**config.mk**
```make
export PLATFORM = sky130hd
export DESIGN_NAME = sevseg_display_arbiter
export DESIGN_NICKNAME = d
export VERILOG_FILES = /design/src/rtl/sevseg_pkg.sv /design/src/rtl/sevseg_display_arbiter_rr_pick.sv /design/src/rtl/sevseg_display_arbiter.sv
export SDC_FILE = /design/constraint.sdc
export NUM_CORES = 1
export LEC_CHECK = 0
export BUFFER_PORTS_ARGS = -buffer_cell sky130_fd_sc_hd__buf_2
export CAP_MARGIN = 20
export CORE_MARGIN = 2
export CORE_UTILIZATION = 35
export CTS_BUF_LIST = sky130_fd_sc_hd__clkbuf_4
export DETAILED_ROUTE_END_ITERATION = 7
export PLACE_DENSITY_LB_ADDON = 0.12
export SETUP_SLACK_MARGIN = 0.3
export SYNTH_ARGS = -nofsm -noshare
export SYNTH_HDL_FRONTEND = slang
export SYNTH_SLANG_ARGS = --single-unit
```
**constraint.sdc**
```tcl
create_clock -name clk -period 2.66 [get_ports clk]
set_clock_uncertainty 0.15 [all_clocks]
set_input_delay 0.532 -clock clk [delete_from_list [all_inputs] [get_ports clk]]
set_output_delay 0.532 -clock clk [all_outputs]
set_load 0.02 [all_outputs]
```
**src/rtl/sevseg_pkg.sv**
```systemverilog
// Shared types for the seven-segment display arbiter: hex digits, the
// four-digit display word, and the arbiter state encoding.
package sevseg_pkg;

    typedef logic [3:0] hex_digit_t;

    // Index 3 is the leftmost digit (in3), index 0 the rightmost (in0).
    typedef hex_digit_t [3:0] disp_word_t;

    typedef enum logic {
        IDLE = 1'b0,
        SHOW = 1'b1
    } arb_state_e;

    localparam int DEF_NREQ = 3;

endpackage

```
**src/rtl/sevseg_display_arbiter_rr_pick.sv**
```systemverilog
// Combinational round-robin picker: first set request at or after start_i,
// wrapping modulo N.
module rr_pick
    import sevseg_pkg::*;
#(
    parameter int N  = DEF_NREQ,
    parameter int IW = $clog2(N)
) (
    input  logic [N-1:0]  req_i,
    input  logic [IW-1:0] start_i,
    output logic [N-1:0]  onehot_o,
    output logic [IW-1:0] idx_o,
    output logic          valid_o
);

    always_comb begin
        int j;
        j        = 0;
        onehot_o = '0;
        idx_o    = '0;
        valid_o  = 1'b0;
        for (int k = 0; k < N; k++) begin
            j = int'(start_i) + k;
            if (j >= N) begin
                j = j - N;
            end
            if (!valid_o && req_i[j]) begin
                valid_o     = 1'b1;
                onehot_o[j] = 1'b1;
                idx_o       = IW'(j);
            end
        end
    end

endmodule

```
**src/rtl/sevseg_display_arbiter.sv**
```systemverilog
// Round-robin time-sharing of the 4-digit seven-segment display among NREQ
// requesters. Define SEVSEG_PREEMPT_EN to make requester 0 preempt on its rising edge.
module sevseg_display_arbiter
    import sevseg_pkg::*;
#(
    parameter int NREQ        = DEF_NREQ,
    parameter int HOLD_CYCLES = 100_000_000
) (
    input  logic                    clk,
    input  logic                    rst,
    input  logic [NREQ-1:0]         req,
    input  logic [NREQ*16-1:0]      data,
    output logic [3:0]              in3,
    output logic [3:0]              in2,
    output logic [3:0]              in1,
    output logic [3:0]              in0,
    output logic [NREQ-1:0]         grant,
    output logic [$clog2(NREQ)-1:0] owner,
    output logic                    active
);

    localparam int IW = $clog2(NREQ);
    localparam int CW = (HOLD_CYCLES > 1) ? $clog2(HOLD_CYCLES) : 1;
    localparam logic [CW-1:0] RELOAD = CW'(HOLD_CYCLES - 1);

    arb_state_e      state_q, state_d;
    logic [NREQ-1:0] grant_q, grant_d;
    logic [IW-1:0]   owner_q, owner_d;
    logic [IW-1:0]   rr_q, rr_d;
    logic [CW-1:0]   cnt_q, cnt_d;
    disp_word_t      disp_q, disp_d;

    logic [NREQ-1:0] pick_oh;
    logic [IW-1:0]   pick_idx;
    logic            pick_vld;
    logic            owner_req;
    logic            rearb;
    logic            preempt;

    function automatic logic [IW-1:0] wrap_inc(input logic [IW-1:0] i);
        return (int'(i) == NREQ - 1) ? '0 : i + IW'(1);
    endfunction

    // A dropped owner has its req bit low, so the raw req vector already excludes it.
    rr_pick #(
        .N (NREQ),
        .IW(IW)
    ) u_pick (
        .req_i   (req),
        .start_i (rr_q),
        .onehot_o(pick_oh),
        .idx_o   (pick_idx),
        .valid_o (pick_vld)
    );

    assign owner_req = |(req & grant_q);

`ifdef SEVSEG_PREEMPT_EN
    logic req0_q;
    assign preempt = (state_q == SHOW) && req[0] && !req0_q && (owner_q != '0);
`else
    assign preempt = 1'b0;
`endif

    always_ff @(posedge clk) begin
        if (rst) begin
            state_q <= IDLE;
            grant_q <= '0;
            owner_q <= '0;
            rr_q    <= '0;
            cnt_q   <= '0;
            disp_q  <= '0;
`ifdef SEVSEG_PREEMPT_EN
            req0_q  <= 1'b0;
`endif
        end else begin
            state_q <= state_d;
            grant_q <= grant_d;
            owner_q <= owner_d;
            rr_q    <= rr_d;
            cnt_q   <= cnt_d;
            disp_q  <= disp_d;
`ifdef SEVSEG_PREEMPT_EN
            req0_q  <= req[0];
`endif
        end
    end

    always_comb begin
        state_d = state_q;
        grant_d = grant_q;
        owner_d = owner_q;
        rr_d    = rr_q;
        cnt_d   = cnt_q;
        rearb   = 1'b0;
        case (state_q)
            IDLE: begin
                cnt_d = RELOAD;
                rearb = 1'b1;
            end
            SHOW: begin
                if (!owner_req || cnt_q == '0) begin
                    rearb = 1'b1;
                end else begin
                    cnt_d = cnt_q - CW'(1);
                end
            end
            default: state_d = IDLE;
        endcase

        // Preemption leaves rr untouched so the rotation resumes where it was.
        if (preempt) begin
            state_d = SHOW;
            grant_d = NREQ'(1);
            owner_d = '0;
            cnt_d   = RELOAD;
        end else if (rearb) begin
            if (pick_vld) begin
                state_d = SHOW;
                grant_d = pick_oh;
                owner_d = pick_idx;
                cnt_d   = RELOAD;
                rr_d    = wrap_inc(pick_idx);
            end else begin
                state_d = IDLE;
                grant_d = '0;
                owner_d = '0;
            end
        end
    end

    always_comb begin
        disp_d = '0;
        if (state_d == SHOW) begin
            disp_d = disp_word_t'(data[16*int'(owner_d) +: 16]);
        end
        in3    = disp_q[3];
        in2    = disp_q[2];
        in1    = disp_q[1];
        in0    = disp_q[0];
        grant  = grant_q;
        owner  = owner_q;
        active = (state_q == SHOW);
    end

endmodule
```
# After elaboration in Yosys (flattened, before gate mapping)
# Index checks and enable logic that the tools add are counted.
# op_classes
add_sub_neg,7
muxes,39
shift,1
magnitude_cmp,9
eq_ne,1
n_reduce_logical,13
n_bitwise,5
# ops
op,n
$ge 32x1->1 const B,3
$lt 32x4->1 const B,3
$mux 32,3
$mux 27,3
$ge 32x3->1 const B,2
$sub 32x3->32 const B,2
$pmux 27 s2,1
$shiftx 48x7->16,1
$logic_not 27->1,1
$sub 27x1->27 const B,1
$mux 1,15
$mux 2,6
$mux 3,4
$bmux 1 s2,3
$demux 1 s2,3
$or 3x3->3,2
$logic_and 1x1->1,5
$add 2x1->3 const B,1
$add 2x2->3 const B,1
$and 3x3->3,1
$logic_not 1->1,3
$reduce_or 3->1,1
$sub 2x2->3 const B,1
$add 2x1->2 const B,1
other kinds (7),8
# word_totals
wordCells,84
out_inout_bits,22
reg_bits,51
in_bits,53

# Longest topological paths before layout
# logic_depth
ltp_word,16
depth_mapped,13
ltp_nobuf,9

# Cells and area by module
# A second synthesis with hierarchy kept.
# unflattened
hier_cells,292
hier_area_um2,2693.8
# modules_own_cells
module,n_inst,seq_area_each_um2,area_each_um2,cells_per_inst
sevseg_display_arbiter,1,1021.0,2312.2,240
rr_pick,1,0.0,381.6,52

# Worst setup path after synthesis
# OpenSTA, ideal clock, no wires.
# synth_timing
kind,flip-flop to flip-flop
start,register rr_q[0]
end,"register disp_q, in the netlist in0[0]"
stages_incl_launch_ff,13
path_buffers,3
setup_ns,0.125
t_required_ns,2.385
path_slack_ns,-0.022
synth_period_minus_slack_ns,2.682
t_arrival_ns,2.406
cell_sequence,dfxtp_1 > inv_1 > ha_1 > or4bb_1 > a21oi_1 > a31oi_1 > a2bb2oi_1 > a32o_1 > buf_4 > and2_4 > buf_6 > buf_8 > o2bb2ai_1
# synth_between
elab_chain_len,16
elab_cells_between_ends,37
classes_between,add/sub: 5; order compare: 3; shift: 1; mux: 22; bitwise: 1; reduce/logical: 5
# synth_rtl
item,line,source
start: declaration,sevseg_display_arbiter.sv:29,"logic [IW-1:0] rr_q, rr_d;"
start signal: assignment,sevseg_display_arbiter.sv:80,rr_q <= rr_d;
branches (longest 16 deep; another with $sub 32x3->32),n/a,
end signal: assignment,sevseg_display_arbiter.sv:82,disp_q <= disp_d;
end: declaration,sevseg_display_arbiter.sv:31,"disp_word_t disp_q, disp_d;"
# Several ways; the timed one is not identified. The select of a mux whose other input is x is not followed.
# A chain may end at the register's enable or synchronous reset.

# Final worst setup path
# layout_timing
start,register rr_q[0]
end,"register disp_q, in the netlist in3[2]"
# Same word-level chain as after synthesis.

==> flow_summary.yaml <==
setup_path:
  crit_arrival_ns: 2.58
  r2r_slack_ns: 0.22
  crit_path_max_incr_delay_ns: 0.49
  worstSetupPathType: "flop to flop"
  timing.rr.start: "rr_q[0]$_SDFFE_PP0P_"
  crit_path_start_kind: "flop"
  crit_chain: "inv_2, ha_4, or4bb_1, a21oi_2, a31oi_2, a2bb2oi_2, a32o_2, and2_4, o2bb2ai_2"
  critPathSlowestCell: "or4bb_1"
  end_kind: "flop"
  required_ns: 2.80
  r2r-end: "in3[2]$_SDFF_PP0_"
  cp_max_fo: 8
  reg2reg_depth: 9
global_route:
  antenna_found_initial: 0
  grt_max_degree: 20
  use_met1_pct: 21.2
  grt_most_used_layer: "met2"
  grt_pass1_wl_um: 11400
  overflow: 0
  met2_usage_pct: 28.2
  use_met3_pct: 4.67
  grt.total_usage_pct: 16.8
  grt_pass1_vias: 2508
floorplanning:
  io_pins: 75
  core_area_sq_um: 7250
  fp.dieArea_sq_um: 8180
  die_w_um: 90.4
  die_y_um: 90.4
  initial_core_util_pct: 36.1
  num_rows: 31
clock_network:
  cts_hold_buf: 0
  clk_pin_slew_ns: 0.15
  clock_path_buffers: 2
  cts_root_buffer: "clkbuf_4"
  numCtsBuffers: 5
  h-tree-depth: 2
  clk-insertion-delay-late_ns: 0.37
  tritoncts: "built"
  clock_sinks: 51
drt:
  dr.pass1.iters: 4
  post_drt_wl_per_cell_um: 14.6
  drt_wl_total_um: 7260
  drc: 0
  post_drt_via_cell_ratio: 5.17
  drtAntennaViolNets: 0
  vias: 2574
  initialDrtViolationCount: 74
synth:
  synthFlopType: "dfxtp_1"
  ys_types: 50
  async_reset_ff_share_pct: 0
  syn_area_per_cell_sq_um: 8.75
  syn_area_sq_um: 2620
  netlist_instances: 299
  yosysSeqAreaShare_pct: 39.0
  synth_nets: 358
  synth-edff-count: 0
  synth_seq_cells: 51
  synth_area_leader_cell: "dfxtp_1"
  ys_top_cells_by_area: "dfxtp_1 (39%), o2bb2ai_1 (5.7%), a21oi_1 (4.8%)"
  synth_top_area_share_pct: 39.0
  yosysWarningCount: 0
placement:
  port_buffers: 74
  dp_hpwl_um: 4630
  gp_congestion: 0.834
sta:
  relSlewSlack_pct: 57.7
  tightest_slew_ns: 0.634
  fmax_mhz: 410
  finalHoldViolations: 0
  setup_viol: 0
  layout_min_cycle_time_ns: 2.44
  grt_setup_unrepaired: "yes"
  maxSlewViolCount: 0
  fin_crit_sh_pct: 91.7
  fin_hold_ws_ns: 0.189
power_and_ir_drop:
  netSwitchingPower_w: 0.00136
  ir_worst_vdd_mv: 0.475
  report.power.total_w: 0.00336
  comb_power_share_pct: 55.1
  power.share.switching_pct: 40.4
  power-per-cell-area_nw_per_um2: 894
  power_frac_seq_pct: 31.2
  p_int_w: 0.00200
  leakage_nw: 1.50
  clkPwrFrac_pct: 13.8
layout:
  syn2layout_area_growth_pct: 43.5
  fillers: 717
  nNetsFinal: 457
  antennaDiodeCount: 0
  drive_gt1_share_pct: 45.9
min_path:
  holdPathStages: 2
  min_path_type: "input port to flop"
  hold_path.startpoint: "data[24]"
  min_to: "in2[0]$_SDFF_PP0_"
flow_run:
  drv_cap: 0
run_status:
  outcome: "finished clean"
==> routing by layer <==
layer	share of wire, %	vias up
met3	6.4	8
met1	44	1201
met4	1.1	0
li1	-	1285
met2	49	80
met5	0	-
==> cell families (layout without fill, tap and decap cells) <==
group | after synthesis | after routing | synth area share [%]
and+or+nand+nor | 105 | 106 | 21.3
AOI/OAI and AO/OA | 83 | 83 | 22.9
muxes | 1 | 1 | 0.383
buffers and inverters | 29 | 128 | 5.45
adders and majority gates | 6 | 6 | 2.87
DFF | 51 | 51 | 39.0
xor gates and xnor gates | 24 | 24 | 8.04
==> worst max path at each step <==
| stage | start | end | slack, ns | cells after the start |
|---|---|---|---|---|
| 3_5_place_dp | rr_q[0]$_SDFFE_PP0P_ | in2[1]$_SDFF_PP0_ | -0.05 | 9 |
| 6_report | rr_q[0]$_SDFFE_PP0P_ | in3[2]$_SDFF_PP0_ | 0.22 | 9 |
| 5_1_grt | rr_q[0]$_SDFFE_PP0P_ | in1[0]$_SDFF_PP0_ | 0.17 | 9 |
| 4_1_cts | rr_q[0]$_SDFFE_PP0P_ | in0[2]$_SDFF_PP0_ | 0.21 | 9 |
| 2_1_floorplan | req[2] | in0[0]$_SDFF_PP0_ | 0.1 | 11 |
| 3_3_place_gp | rr_q[0]$_SDFFE_PP0P_ | in0[1]$_SDFF_PP0_ | -0.03 | 9 |
==> cell usage after synthesis (3+ instances only) <==
library cell  instances
buf_4                 3
nand3_1               7
dfxtp_1              51
clkbuf_1             12
nand2b_1              5
nor2_1               33
ha_1                  6
nand2_1              16
buf_2                 3
a31oi_1               4
nor2b_1               4
a22oi_1              16
o21ai_0               4
o2bb2ai_1            17
and3_1                5
nor4_1                7
xor2_1               11
xnor2_1              13
inv_1                 9
a21oi_1              25
nor3_1               13
==> power by group through the flow <==
stage,combinational (W),clock (W),sequential (W)
2_1_floorplan,0.000843,0,0.00118
3_3_place_gp,0.00135,0,0.00106
3_5_place_dp,0.00136,0,0.00105
4_1_cts,0.00157,0.000484,0.00104
5_1_grt,0.00200,0.000511,0.00106
6_report,0.00185,0.000462,0.00105
==> per-stage QoR <==
step,cells,instance area [sq um],utilization (%),setup TNS [ns],worst slack (ns)
finish,498,3750,51.7,0,0.220
floorplan,299,2670,-,0,0.0960
CTS,489,3440,47.4,0,0.211
detailed placement,470,3170,43.8,-0.388,-0.0481
global placement,470,3170,43.8,-0.283,-0.0285
global route,498,3750,51.7,0,0.166
==> state kept, by name, summed over array words and instances (netlist names) <==
register  cells
active        1
cnt_q        27
grant         3
in0           4
in1           4
in2           4
in3           4
owner         2
rr_q          2
==> cells in the final DEF (no fill, tap or decap), drive strengths merged, types with 10 or more instances in the layout <==
master	synthesis	final
nand2	16	16
nor2	34	34
xor2	11	11
buf	8	109
o2bb2ai	17	17
a22oi	16	16
dfxtp	51	51
xnor2	13	13
a21oi	26	26
nor3	13	13
inv	9	10
==> timing repair <==
item	CTS	global route
setup buffers	10	7
cloned	1	2
pin swaps	16	22
resized for setup	18	43
setup endpoints to repair	27	42
==> final cells by class <==
type,count,area (sq um),area share (%)
Multi-Input combinational cell,220,1770,47.1
Sequential cell,51,1030,27.3
Clock buffer,5,37.5,1.00
Clock inverter,3,42.5,1.13
Timing Repair Buffer,111,719,19.2
Tap cell,99,124,3.30
Inverter,9,33.8,0.900
==> worst max-delay path: cells and delay by family, from the launching register on <==
family	cells	cell delay, ns
buf+inv	1	0.05
compound gates	5	0.85
fa+ha+maj	1	0.23
flops	1	0.37
simple gates	2	0.70
Power figures use the tool's default switching activity.
